[config.mk]
export PLATFORM = sky130hd
export DESIGN_NAME = prog_loader
export DESIGN_NICKNAME = d
export VERILOG_FILES = /design/src/rtl/prog_loader.sv
export SDC_FILE = /design/constraint.sdc
export NUM_CORES = 1
export LEC_CHECK = 0
export ABC_AREA = 1
export BUFFER_PORTS_ARGS = -buffer_cell sky130_fd_sc_hd__buf_2
export CAP_MARGIN = 0
export CORE_MARGIN = 2
export CORE_UTILIZATION = 52
export CTS_CLUSTER_SIZE = 14
export DETAILED_ROUTE_END_ITERATION = 8
export PLACE_DENSITY = 0.77
export SLEW_MARGIN = 15
export SYNTH_ARGS = -nofsm -noshare
export SYNTH_HDL_FRONTEND = slang
export SYNTH_SLANG_ARGS = --single-unit
[constraint.sdc]
create_clock -name clock -period 1.65 [get_ports clock]
set_input_delay 0 -clock clock [delete_from_list [all_inputs] [get_ports clock]]
set_output_delay 0 -clock clock [all_outputs]
set_load 0.01 [all_outputs]
[src/rtl/prog_loader.sv]
// Program-memory loader: parses a framed byte stream (length, hi/lo data pairs,
// checksum) into 16-bit instruction writes and gates the CPU until a clean load.
module prog_loader #(
  parameter int unsigned ADDR_W = 8
) (
  input  logic              clock,
  input  logic              reset,
  input  logic              start,
  input  logic              abort,
  input  logic              byte_valid,
  input  logic [7:0]        byte_data,
  output logic              byte_ready,
  output logic              wr_en,
  output logic [ADDR_W-1:0] wr_addr,
  output logic [15:0]       wr_data,
  output logic              cpu_hold,
  output logic              busy,
  output logic              done,
  output logic              err,
  output logic [ADDR_W:0]   word_count
);

  localparam int unsigned    LEN_W = ADDR_W + 1;
  localparam logic [ADDR_W:0] FULL = {1'b1, {ADDR_W{1'b0}}};

  typedef enum logic [2:0] {S_IDLE, S_LEN, S_HI, S_LO, S_CSUM} state_t;

  state_t            r_state, w_state_nxt;
  logic [ADDR_W:0]   r_len, w_len_nxt;
  logic [7:0]        r_csum, w_csum_nxt;
  logic [7:0]        r_hi, w_hi_nxt;
  logic              r_wr_en, w_wr_en_nxt;
  logic [ADDR_W-1:0] r_wr_addr, w_wr_addr_nxt;
  logic [15:0]       r_wr_data, w_wr_data_nxt;
  logic              r_cpu_hold, w_cpu_hold_nxt;
  logic              r_busy, w_busy_nxt;
  logic              r_done, w_done_nxt;
  logic              r_err, w_err_nxt;
  logic [ADDR_W:0]   r_word_count, w_word_count_nxt;

  logic              w_xfer;
  logic [7:0]        w_sum;
  logic [ADDR_W:0]   w_len_in;
  logic [ADDR_W:0]   w_wc_inc;

  assign w_xfer   = byte_valid && (r_state != S_IDLE);
  assign w_sum    = r_csum + byte_data;
  assign w_len_in = (byte_data == 8'd0) ? FULL : LEN_W'(byte_data);
  assign w_wc_inc = r_word_count + 1'b1;

  always_ff @(posedge clock or posedge reset) begin
    if (reset) begin
      r_state <= S_IDLE;
    end else begin
      r_state <= w_state_nxt;
    end
  end

  always_comb begin
    w_state_nxt      = r_state;
    w_len_nxt        = r_len;
    w_csum_nxt       = r_csum;
    w_hi_nxt         = r_hi;
    w_wr_en_nxt      = 1'b0;
    w_wr_addr_nxt    = r_wr_addr;
    w_wr_data_nxt    = r_wr_data;
    w_cpu_hold_nxt   = r_cpu_hold;
    w_busy_nxt       = r_busy;
    w_done_nxt       = 1'b0;
    w_err_nxt        = r_err;
    w_word_count_nxt = r_word_count;

    if (r_state == S_IDLE) begin
      if (start) begin
        w_state_nxt      = S_LEN;
        w_busy_nxt       = 1'b1;
        w_cpu_hold_nxt   = 1'b1;
        w_err_nxt        = 1'b0;
        w_word_count_nxt = '0;
        w_csum_nxt       = '0;
        w_wr_addr_nxt    = '0;
      end
    end else if (abort) begin
      // Abort outranks a same-cycle transfer, so a pending LO byte never writes.
      w_state_nxt = S_IDLE;
      w_busy_nxt  = 1'b0;
      w_err_nxt   = 1'b1;
      w_done_nxt  = 1'b1;
    end else if (w_xfer) begin
      unique case (r_state)
        S_LEN: begin
          w_len_nxt   = w_len_in;
          w_csum_nxt  = byte_data;
          w_state_nxt = S_HI;
        end
        S_HI: begin
          w_hi_nxt    = byte_data;
          w_csum_nxt  = w_sum;
          w_state_nxt = S_LO;
        end
        S_LO: begin
          w_csum_nxt       = w_sum;
          w_wr_en_nxt      = 1'b1;
          w_wr_data_nxt    = {r_hi, byte_data};
          w_wr_addr_nxt    = r_word_count[ADDR_W-1:0];
          w_word_count_nxt = w_wc_inc;
          w_state_nxt      = (w_wc_inc == r_len) ? S_CSUM : S_HI;
        end
        S_CSUM: begin
          w_state_nxt    = S_IDLE;
          w_busy_nxt     = 1'b0;
          w_done_nxt     = 1'b1;
          w_err_nxt      = (w_sum != 8'd0);
          w_cpu_hold_nxt = (w_sum != 8'd0);
        end
        default: ;
      endcase
    end
  end

  always_ff @(posedge clock or posedge reset) begin
    if (reset) begin
      r_len        <= '0;
      r_csum       <= '0;
      r_hi         <= '0;
      r_wr_en      <= 1'b0;
      r_wr_addr    <= '0;
      r_wr_data    <= '0;
      r_cpu_hold   <= 1'b0;
      r_busy       <= 1'b0;
      r_done       <= 1'b0;
      r_err        <= 1'b0;
      r_word_count <= '0;
    end else begin
      r_len        <= w_len_nxt;
      r_csum       <= w_csum_nxt;
      r_hi         <= w_hi_nxt;
      r_wr_en      <= w_wr_en_nxt;
      r_wr_addr    <= w_wr_addr_nxt;
      r_wr_data    <= w_wr_data_nxt;
      r_cpu_hold   <= w_cpu_hold_nxt;
      r_busy       <= w_busy_nxt;
      r_done       <= w_done_nxt;
      r_err        <= w_err_nxt;
      r_word_count <= w_word_count_nxt;
    end
  end

  assign byte_ready = (r_state != S_IDLE);
  assign wr_en      = r_wr_en;
  assign wr_addr    = r_wr_addr;
  assign wr_data    = r_wr_data;
  assign cpu_hold   = r_cpu_hold;
  assign busy       = r_busy;
  assign done       = r_done;
  assign err        = r_err;
  assign word_count = r_word_count;

endmodule

# Word level (Yosys, flattened, before mapping)
# Index checks and enable logic that the tools add are counted.
[totals]
ff_bits = 66
input_bits = 13
out_inout_bits = 39
word_cells = 85
[op_classes]
n_addsub = 2
n_eq_ne = 7
n_mux = 41
n_bitwise = 2
n_reduce_logical = 21
[op_table]
columns = ["operator", "count"]
rows = [
  ["8-bit two-way mux", 8],
  ["9-bit two-way mux", 6],
  ["4-bit AND reduction", 6],
  ["1-bit two-way mux", 20],
  ["8-bit case mux with 2 select lines", 1],
  ["3-bit two-way mux", 5],
  ["3-bit case mux with 4 select lines", 1],
  ["3-bit nonzero test", 4],
  ["9-bit by 1-bit adder with 9-bit output, second input constant", 1],
  ["9-bit equality test", 1],
  ["8-bit adder", 1],
  ["8-bit logical NOT", 1],
  ["8-bit nonzero test", 1],
  ["3-bit by 2-bit equality test with 1-bit output, second input constant", 2],
  ["3-bit AND reduction", 2],
  ["2-bit nonzero test", 3],
  ["6-bit nonzero test", 1],
  ["3-bit by 1-bit equality test with 1-bit output, second input constant", 1],
  ["3-bit equality test, second input constant", 1],
  ["3-bit logical NOT", 1],
  ["2-bit by 1-bit != test with 1-bit output, second input constant", 1],
  ["2-bit != test, second input constant", 1],
  ["1-bit inverter", 2],
  ["2-bit OR reduction", 1],
  ["1-bit logical AND", 1],
]

# Logic depth before layout (Yosys ltp)
[logic_depth]
depth_word = 7
mapped_depth = 13
mapped_depth_nobuf = 13

# Worst setup path before layout
# Ideal clock, no wire load.
[synth_path]
path_type = "register to register"
startpoint = "register r_csum[0]"
endpoint = "register r_err, in the netlist err"
setup_time_ns = 0.116
arrival_time_ns = 1.646
required_ns = 1.534
setup_slack_ns = -0.112
stages_incl_launch_ff = 10
path_buffers = 0
synth_period_minus_slack_ns = 1.762
path_cell_list = "dfrtp_1 > ha_1 > fa_1 > xor2_1 > nor3_1 > nand3_1 > nor2_1 > nand3_1 > nand2_1 > nand2_1"
[synth_via]
elab_chain_cells = 6
[synth_lines]
columns = ["element", "line_no", "source"]
rows = [
  ["from (decl)", "30", "logic [7:0] r_csum, w_csum_nxt;"],
  ["from (signal assigned)", "136", "r_csum <= w_csum_nxt;"],
  ["8-bit adder", "47", "assign w_sum = r_csum + byte_data;"],
  ["8-bit nonzero test", "113", "w_err_nxt = (w_sum != 8'd0);"],
  ["1-bit two-way mux", "90", "unique case (r_state)"],
  ["1-bit two-way mux", "89", "end else if (w_xfer) begin"],
  ["1-bit two-way mux", "83", "end else if (abort) begin"],
  ["1-bit two-way mux", "73", "if (r_state == S_IDLE) begin"],
  ["to (signal assigned)", "144", "r_err <= w_err_nxt;"],
  ["to (decl)", "38", "logic r_err, w_err_nxt;"],
]
# No other way between the ends. The select of a mux whose other input is x is not followed.
# A chain may end at the register's enable or synchronous reset.

# Worst setup path after layout
# Same ends and word-level chain as after synthesis.

==> results.json <==
{
  "start_kind": "flip-flop",
  "post-route-period-util_pct": 111,
  "clock-skew-final_ps": 7.33,
  "cts_sinks": 66,
  "design.die.area_um2": 7500,
  "grt-ovfl-total": 0,
  "core-area_um2": 6680,
  "final_area_um2": 4440,
  "period_minus_slack_ps": 1840,
  "r2r_start": "r_csum[0]",
  "grt.total_usage_pct": 23.7,
  "yosysUniqueCellTypes": 36,
  "power_density_nw_per_um2": 1570,
  "initial_core_util_pct": 53.1,
  "wl_per_cell_um": 14.3,
  "grt_setup_unrepaired": "true",
  "final_core_util_pct": 66.5,
  "place_area_um2": 4040,
  "clkSlewWorstSetupHoldPaths_ps": 70,
  "ys.flop_type": "dfrtp_1",
  "path_class": "reg2reg",
  "slew_violations": 0,
  "die_x_um": 86.6,
  "synth-edff-count": 0,
  "synth-seq-area-share_pct": 46.5,
  "slew_headroom_pct": 73.9,
  "fin_ws_ps": -185,
  "crit_start": "r_csum[0]",
  "worstHoldPathType": "in2reg",
  "holdCritStartpoint": "byte_data[6]",
  "power.switching_mw": 2.73,
  "multiInputGateArea_um2": 1710,
  "fill_cells": 557,
  "vias": 3318,
  "synth_nets": 456,
  "io_pins": 52,
  "rows": 30,
  "ys_warn_count": 0,
  "cts.path.max_buffers": 2,
  "ir_worst_vdd_mv": 0.667,
  "netlist.area_leader.share_pct": 46.5,
  "num_antenna_cells": 0,
  "die_y_um": 86.6,
  "setup_viol": 3,
  "gp_congestion": 0.957,
  "cp_data_arrival_time_ps": 2070,
  "synth_cells": 434,
  "tritoncts": "yes",
  "outcome": "finished with violations",
  "drt_iter0_drc": 175,
  "ant_nets": 0,
  "ys_ff_latch": 66,
  "async_flop_share_pct": 100,
  "synth_commonest_cells": "146 x nand2_1, 66 x dfrtp_1, 48 x inv_1",
  "cp_max_fo": 3,
  "grt_start_max_net_pins": 67,
  "p_seq_share_pct": 36.0,
  "fmax_mhz": 545,
  "first_pass_iters": 5,
  "p_sw_share_pct": 39.2,
  "final_nets": 542,
  "cts-root-buf": "clkbuf_8",
  "h-tree-depth": 3,
  "p_int_mw": 4.23,
  "io_buffers": 51,
  "grt_pass1_wl_um": 14100,
  "synth_largest_area_cell": "dfrtp_1",
  "dp_hpwl_um": 6020,
  "clk-insertion-delay-late_ps": 340,
  "finalHoldViolations": 0,
  "grt_pass1_vias": 3132,
  "synth.avg_cell_area_um2": 8.18,
  "pwr-share-comb_pct": 43.8,
  "pwr-share-clk_pct": 20.3,
  "crit_required_ps": 1880,
  "numCtsBuffers": 9,
  "area_growth_pct": 25.1,
  "regArea_um2": 1650,
  "layout-drive-gt1-share_pct": 29.9,
  "drc": 0,
  "vias_per_cell": 5.48,
  "worstMarginPinSlew_ps": 392,
  "routed_wirelength_um": 8630,
  "worstSetupEndpointType": "flip-flop",
  "synth_area_um2": 3550,
  "violations": "setup timing",
  "yosysMostFrequentCell": "nand2_1",
  "ys_top_cells_by_area": "dfrtp_1 47%, nand2_1 15%, inv_1 5.1%",
  "p_leak_nw": 2.24,
  "max_cap_viol_count": 0,
  "antenna_found_initial": 0
}
critical path: stages (launching register included):
cell and delay [ps]:
dfrtp_1 400, ha_2 190, fa_2 360, xor2_1 200
nor3_2 130, nand3_1 120, nor2_2 140, nand3_1 90
nand2_1 60, nand2_1 40
sequential cells by signal, indices dropped and copies added (netlist names), 3 cells and up:
register	cells
r_csum	8
r_hi	8
r_len	9
r_state	3
word_count	9
wr_addr	8
wr_data	16
path summary, 6_finish.rpt:
path                                to  slack [ps]  cells past startpoint
hold / removal               r_csum[6]           3                      3
hold reg to reg            wr_data[13]         470                      2
setup reg to reg                   err        -190                      9
max in group asynchronous   r_state[1]        1060                      4
setup / recovery                   err        -190                      9
min in group asynchronous    r_csum[1]         290                      4
layout make-up:
cell class / count / share of cell area, %
inverter: 55 / 4.90
sequential: 66 / 37.2
clock buffer: 12 / 3.49
clock inverter: 4 / 1.13
tap: 80 / 2.25
multi-input combinational: 304 / 38.6
timing repair buffer: 84 / 12.4
timing repair:
item                       CTS  global route
gates cloned                 0             0
hold endpoints to repair    71             0
setup buffers                2             2
resized for setup            2            24
setup endpoints to repair    4            46
hold buffers                 6             0
pin swaps                    2             6
cell families after synthesis:
group,count (synthesis),share of synthesized area [%]
buf+inv,64,8.11
fa+ha+maj,9,3.38
xor+xnor,4,0.987
flops,66,46.5
compound gates,72,13.5
simple gates,219,27.5
cells in the final DEF (no fill, tap or decap), types with 2 or more instances in the layout:
master         Yosys  final
nand2_1          146    144
dfrtp_1           66     65
buf_2              1     51
inv_1             48     44
nand3_1           27     25
o21ai_0           23     23
o21ai_1           23     23
buf_4              1     23
clkbuf_8           0     11
nor2_1            15     10
o21ai_2           10     10
nand2_2            6      8
inv_2              5      7
nand4_1            7      7
nor2_2             2      7
nand3b_1           6      6
o22ai_2            6      6
dlygate4sd3_1      0      6
ha_4               0      5
nand3_2            2      4
inv_4              2      3
a21oi_1            4      3
clkinvlp_4         0      3
nor2_4             2      2
nor3_2             1      2
xor2_1             2      2
xnor2_1            2      2
nor3_1             3      2
ha_1               8      2
buf_12             0      2
buf_6              5      2
layer usage:
layer  vias up  global-route usage, %  part of all wire, %
li1       1593                      -                    -
met1      1563                   30.2                   43
met2       141                   41.0                   50
met3        21                   4.38                  5.9
met4         0                   7.24                  1.8
met5         -                      0                    0
through the flow:
stage	worst slack, ps	total power, mW	TNS, ps	hold WS (ps)	cells
floorplan	-37.3	4.29	-60.6	99.4	434
global placement	-149	5.14	-285	116	579
detailed placement	-229	5.28	-479	130	579
CTS	-195	6.74	-372	6.16	603
global route	-310	7.44	-1180	48.0	605
finish	-185	6.96	-362	3.15	605
power by group through the flow:
stage / logic (mW) / registers [mW] / clock network [mW]
finish: 3.05 / 2.51 / 1.41
global route: 3.39 / 2.56 / 1.48
CTS: 2.85 / 2.47 / 1.41
detailed placement: 2.77 / 2.51 / 0
global placement: 2.66 / 2.48 / 0
floorplan: 1.73 / 2.56 / 0
Note: power is estimated with default switching activity, not from simulation.
